==> src/rtl/imm_pack_encoder.sv <==
// rtl/imm_pack_encoder.sv - two-stage immediate packer for instruction generation
//
// Purpose:
//   Inserts a 32-bit immediate into the immediate fields of a base instruction
//   word according to an immediate-type code (I/S/B/J/U). All other fields of
//   the base word pass through unchanged. Range, alignment and type problems
//   are flagged alongside the result. The flags never stall the pipe.
//   Saturating counters track completed output handshakes and errored ones.
//
// Ports:
//   clk, rst             rising-edge clock, synchronous active-high reset
//   in_valid/in_ready    request handshake (in_ready = pipeline can advance)
//   immsrc[2:0]          000 I, 001 S, 010 B, 011 J, 100 U, others invalid
//   imm[31:0]            immediate to encode
//   base[31:0]           instruction word providing the non-immediate fields
//   out_valid/out_ready  result handshake
//   instr[31:0]          packed instruction word
//   range_err            immediate not representable for immsrc
//   align_err            B/J immediate with imm[0]=1
//   type_err             immsrc is 101-111
//   enc_count[CNT_W-1:0] completed output handshakes, saturating
//   err_count[CNT_W-1:0] completed output handshakes carrying any flag, saturating

module imm_pack_encoder #(
  parameter int CNT_W = 16
) (
  input  logic             clk,
  input  logic             rst,
  input  logic             in_valid,
  output logic             in_ready,
  input  logic [2:0]       immsrc,
  input  logic [31:0]      imm,
  input  logic [31:0]      base,
  output logic             out_valid,
  input  logic             out_ready,
  output logic [31:0]      instr,
  output logic             range_err,
  output logic             align_err,
  output logic             type_err,
  output logic [CNT_W-1:0] enc_count,
  output logic [CNT_W-1:0] err_count
);

  localparam logic [2:0] IMM_I = 3'b000;
  localparam logic [2:0] IMM_S = 3'b001;
  localparam logic [2:0] IMM_B = 3'b010;
  localparam logic [2:0] IMM_J = 3'b011;
  localparam logic [2:0] IMM_U = 3'b100;

  // Stage 1: captured request
  logic        s1_valid_q;
  logic [2:0]  s1_src_q;
  logic [31:0] s1_imm_q;
  logic [31:0] s1_base_q;

  // Stage 2: packed result and flags
  logic        s2_valid_q;
  logic [31:0] instr_q;
  logic        range_q;
  logic        align_q;
  logic        type_q;

  logic [CNT_W-1:0] enc_q;
  logic [CNT_W-1:0] err_q;

  // Combinational results computed from stage 1
  logic [31:0] instr_d;
  logic        range_d;
  logic        align_d;
  logic        type_d;

  logic advance;
  logic out_fire;
  logic any_err;

  // Both stages move together; a stalled output freezes the whole pipe.
  assign advance  = !s2_valid_q || out_ready;
  assign in_ready = advance;
  assign out_fire = s2_valid_q && out_ready;
  assign any_err  = range_q || align_q || type_q;

  // A field is representable when all bits from the field's sign position
  // upward are copies of one another.
  function automatic logic all_eq(input logic [31:0] v, input int lo);
    logic ones;
    logic zeros;
    ones  = 1'b1;
    zeros = 1'b1;
    for (int i = 0; i < 32; i++) begin
      if (i >= lo) begin
        ones  = ones & v[i];
        zeros = zeros & ~v[i];
      end
    end
    return ones | zeros;
  endfunction

  always_comb begin
    instr_d = s1_base_q;
    range_d = 1'b0;
    align_d = 1'b0;
    type_d  = 1'b0;
    case (s1_src_q)
      IMM_I: begin
        instr_d[31:20] = s1_imm_q[11:0];
        range_d        = !all_eq(s1_imm_q, 11);
      end
      IMM_S: begin
        instr_d[31:25] = s1_imm_q[11:5];
        instr_d[11:7]  = s1_imm_q[4:0];
        range_d        = !all_eq(s1_imm_q, 11);
      end
      IMM_B: begin
        instr_d[31]    = s1_imm_q[12];
        instr_d[7]     = s1_imm_q[11];
        instr_d[30:25] = s1_imm_q[10:5];
        instr_d[11:8]  = s1_imm_q[4:1];
        range_d        = !all_eq(s1_imm_q, 12);
        align_d        = s1_imm_q[0];
      end
      IMM_J: begin
        instr_d[31]    = s1_imm_q[20];
        instr_d[30:21] = s1_imm_q[10:1];
        instr_d[20]    = s1_imm_q[11];
        instr_d[19:12] = s1_imm_q[19:12];
        range_d        = !all_eq(s1_imm_q, 20);
        align_d        = s1_imm_q[0];
      end
      IMM_U: begin
        instr_d[31:12] = s1_imm_q[31:12];
        range_d        = (s1_imm_q[11:0] != 12'h000);
      end
      default: begin
        type_d = 1'b1;
      end
    endcase
  end

  always_ff @(posedge clk) begin
    if (rst) begin
      s1_valid_q <= 1'b0;
      s1_src_q   <= 3'b000;
      s1_imm_q   <= 32'h0;
      s1_base_q  <= 32'h0;
      s2_valid_q <= 1'b0;
      instr_q    <= 32'h0;
      range_q    <= 1'b0;
      align_q    <= 1'b0;
      type_q     <= 1'b0;
    end else if (advance) begin
      s1_valid_q <= in_valid;
      s1_src_q   <= immsrc;
      s1_imm_q   <= imm;
      s1_base_q  <= base;
      s2_valid_q <= s1_valid_q;
      instr_q    <= instr_d;
      range_q    <= range_d;
      align_q    <= align_d;
      type_q     <= type_d;
    end
  end

  always_ff @(posedge clk) begin
    if (rst) begin
      enc_q <= '0;
      err_q <= '0;
    end else if (out_fire) begin
      if (enc_q != {CNT_W{1'b1}}) begin
        enc_q <= enc_q + 1'b1;
      end
      if (any_err && (err_q != {CNT_W{1'b1}})) begin
        err_q <= err_q + 1'b1;
      end
    end
  end

  assign out_valid = s2_valid_q;
  assign instr     = instr_q;
  assign range_err = range_q;
  assign align_err = align_q;
  assign type_err  = type_q;
  assign enc_count = enc_q;
  assign err_count = err_q;

endmodule

==> config.mk <==
export PLATFORM = sky130hd
export DESIGN_NAME = imm_pack_encoder
export DESIGN_NICKNAME = d
export VERILOG_FILES = /design/src/rtl/imm_pack_encoder.sv
export SDC_FILE = /design/constraint.sdc
export NUM_CORES = 1
export LEC_CHECK = 0
export CORE_AREA = 5 5 119 121
export CTS_CLUSTER_DIAMETER = 50
export DETAILED_ROUTE_END_ITERATION = 12
export DIE_AREA = 0 0 124 126
export HOLD_SLACK_MARGIN = 0.06
export PLACE_DENSITY = 0.84
export SYNTH_ARGS = -nofsm -noshare
export SYNTH_HDL_FRONTEND = slang
export SYNTH_SLANG_ARGS = --single-unit
==> constraint.sdc <==
create_clock -name clk -period 2.11 [get_ports clk]
set_clock_uncertainty 0.1 [all_clocks]
set_input_delay 0.422 -clock clk [delete_from_list [all_inputs] [get_ports clk]]
set_output_delay 0.422 -clock clk [all_outputs]
set_load 0.01 [all_outputs]
==> flow_summary.toml, run 1 <==
[synth]
synth_compound_area_share_pct = 15.5
yosys.area.top_type = "dfxtp_1"
synth_flop_cell = "dfxtp_1"
synthesis.nets = 788
avgSynthCellArea_um2 = 8.00
synth_xor_area_share_pct = 3.68
yosysUniqueCellTypes = 49
synth-edff-count = 0
netlist.area_leader.share_pct = 47.6
seq_area_frac_synth_pct = 47.6
yosys.area_share.simple_pct = 25.4
netlist_instances = 715
yosys.area_share.adder_pct = 0.438
async_flop_share_pct = 0
ys_top_cells_by_area = "dfxtp_1, nand2_1, a21oi_1"
ys_ff_latch = 136
muxShareOfSynthArea_pct = 3.19
synth_top_family_by_area = "simple AND/OR/NAND/NOR gates"
ys_warn_count = 0
syn-cell-area_um2 = 5720

[routing]
ant_nets = 0
viasPerCell = 5.31
wirelength_um = 15400
vias = 5497
initialDrtViolationCount = 476
wl_per_cell_um = 14.9
dr.pass1.iters = 5
drc_errors = 0

[critical_path]
r2r_start = "enc_count[0]"
crit_family = "buffers and inverters"
cp_cell_sequence = "clkdlybuf4s50_1 -> nor2b_4 -> clkinv_2 -> dlygate4sd2_1"
required_ns = 1.59
crit_path_end_kind = "output pin"
cp.arrival_ns = 1.52
reg2reg_to = "enc_count[13]"
cp_num_buf_inv = 3
cp_slowest_stage_delay_ns = 0.52
cp_slowest_cell = "clkdlybuf4s50_1"
crit_fanout = 4
r2r_setup_slack_ns = 0.12
criticalPathCategory = "primary input to output pin"
startpoint = "out_ready"
rr_worst_depth = 6
startpoint_type = "primary input"

[floorplan]
core_um2 = 13000
start_util_pct = 44.1
die_area_um2 = 15600
die_h_um = 126
rows = 42
io_pins = 140
die_x_um = 124

[timing]
setup_violations = 0
worst_pin_slew_ns = 0.625
min_period_over_period_pct = 96.6
setup_ws_ns = 0.0708
tns_ns = 0
slew_headroom_pct = 57.8
hold_viol_final = 0
slew_violations = 0
min_period_ns = 2.04
rsz0062_at_grt = "no"
max_freq_ghz = 0.490

[power_and_ir_drop]
ir_worst_vdd_v = 0.000520
power.leakage_nw = 3.04
p_per_area_nw_per_um2 = 779
power.total_mw = 6.14

[cells_and_area]
final_net_count = 922
drive_above_1_share_pct = 7.45
stdcell_area_um2 = 7890
diodes = 0
finish.utilization_pct = 60.7
fillers = 1156
syn_to_final_growth_pct = 37.9

[cts]
cts_root_buffer = "clkbuf_16"
postCtsHoldBufs = 0
post_cts_buffers = 0
h-tree-depth = 4
cts-buffers-inserted = 17
worst_skew_pair.late_latency_ns = 0.41
cts_sinks = 136
cts_tree = "built"
path_clk_slew_ns = 0.05
max-clock-path-buffers = 2

[global_routing]
grt_pass1_vias = 5063
antenna_found_initial = 0
grt_max_degree = 93
grt_pass1_wl_um = 24500
grt_use_total_pct = 19.6
overflow = 0

[worst_hold_path]
worstHoldStart = "s1_base_q[6]"
hold-path-endpoint = "s1_base_q[6]"
hold_path.class = "register to register"
hold_depth = 2

[placed_design]
postPlaceCellArea_um2 = 7350
dp_hpwl_um = 10900
routabilityCongestion = 0.898
io_buffers = 139
dpl_worst_slack_ns = -0.156

[status]
outcome = "finished, final reports clean"

[flow_run]
maxCapViolations = 0
==> logic make-up (layout without fill, tap and decap cells) <==
logic type	Yosys count	count (layout)
fa+ha+maj	2	2
compound gates	150	150
simple gates	330	330
buf+inv	55	199
mux	18	18
xor+xnor	24	24
flops	136	136
==> cell usage after synthesis, types with 2 or more instances <==
library cell  number
inv_1              5
and3_1             7
or3_1              3
nand4_1           12
o21ai_1            2
mux2_2             2
nand3_1           21
o21ai_0           12
nor2b_1            4
a211oi_1          14
and2_1             5
buf_2              3
clkbuf_8           2
dfxtp_1          136
and4_1             4
a221o_1            4
ha_1               2
nor4_1            10
xor2_1            20
nor3_1            14
xnor2_1            4
clkbuf_1          43
a311oi_1           8
nor2_1            73
mux2i_1           16
a21oi_1           96
nand2_1          168
a22oi_1            2
o211ai_1           3
==> state kept, by name (all words and copies together), names as in the netlist <==
signal / count
instr: 32
s1_base_q: 32
s1_imm_q: 32
enc_count: 16
err_count: 16
s1_src_q: 3
align_err: 1
out_valid: 1
range_err: 1
s1_valid_q: 1
type_err: 1
==> power by group <==
| group | switching (mW) | internal (mW) | leakage, nW | total [mW] |
|---|---|---|---|---|
| registers | 0.108 | 2.70 | 1.12 | 2.81 |
| logic | 0.314 | 0.351 | 1.65 | 0.665 |
| clock network | 0.999 | 1.66 | 0.268 | 2.66 |
| total | 1.42 | 4.72 | 3.04 | 6.14 |
==> final cells by class <==
class                           count  area (µm²)  area share (%)
Inverter                            5        20.0           0.254
Multi-Input combinational cell    524        2770            35.1
Timing Repair Buffer              165        1620            20.5
Tap cell                          176         220            2.79
Clock buffer                       26         519            6.59
Clock inverter                      3        15.0           0.190
Sequential cell                   136        2720            34.5
==> what timing repair did <==
action | in CTS | in global routing
gates resized for setup | 2 | 0
hold endpoints to repair | 0 | 0
setup endpoints to repair | 1 | 0
==> worst reg2reg max path: cells and delay by family, from the launching register on <==
family                   cells  cell delay [ns]
AO/OA/AOI/OAI                1             0.15
adder cells (fa/ha/maj)      1             0.26
flip-flops                   1             0.36
AND/OR/NAND/NOR              4             1.05
==> placed cells by master (no fill, tap or decap), types with 16 or more instances in the layout <==
master	count
clkdlybuf4s50_1	137
nor2_1	73
dfxtp_1	135
clkbuf_16	17
xor2_1	20
a21oi_1	96
buf_4	24
mux2i_1	16
nand2_1	168
nand3_1	21
==> how the worst max path moves through the flow <==
stage	end	slack [ns]	cells after the start
5_1_grt	in_ready	0.003	4
4_1_cts	in_ready	0.06	4
2_1_floorplan	err_count[1]	0.16	7
6_report	in_ready	0.07	4
3_3_place_gp	in_ready	-0.17	4
3_5_place_dp	err_count[11]	-0.16	7
==> metrics by stage <==
step | hold slack [ns] | instances
2_1_floorplan | 0.328 | 715
4_1_cts | 0.350 | 1035
3_5_place_dp | 0.343 | 1006
3_3_place_gp | 0.337 | 1006
6_report | 0.348 | 1035
5_1_grt | 0.364 | 1035
==> layer usage <==
metal | wire, µm | GRT usage, % | vias to the layer above | part of all wire [%]
met5 | 0 | 0 | - | 0
met4 | 361 | 7.67 | 0 | 2.3
met3 | 828 | 3.99 | 27 | 5.4
met2 | 7520 | 31.2 | 169 | 49
met1 | 6720 | 26.0 | 2581 | 44
li1 | - | - | 2720 | -
No activity file was read; power rests on OpenSTA's default activity.
==> run 2, diff against run 1 <==
--- a/config.mk
+++ b/config.mk
@@ -14,3 +14,4 @@
 export SYNTH_ARGS = -nofsm -noshare
 export SYNTH_HDL_FRONTEND = slang
 export SYNTH_SLANG_ARGS = --single-unit
+export TNS_END_PERCENT = 5
==> results of run 2 <==
The final DEF is identical to that of run 1; final timing and power are the same.
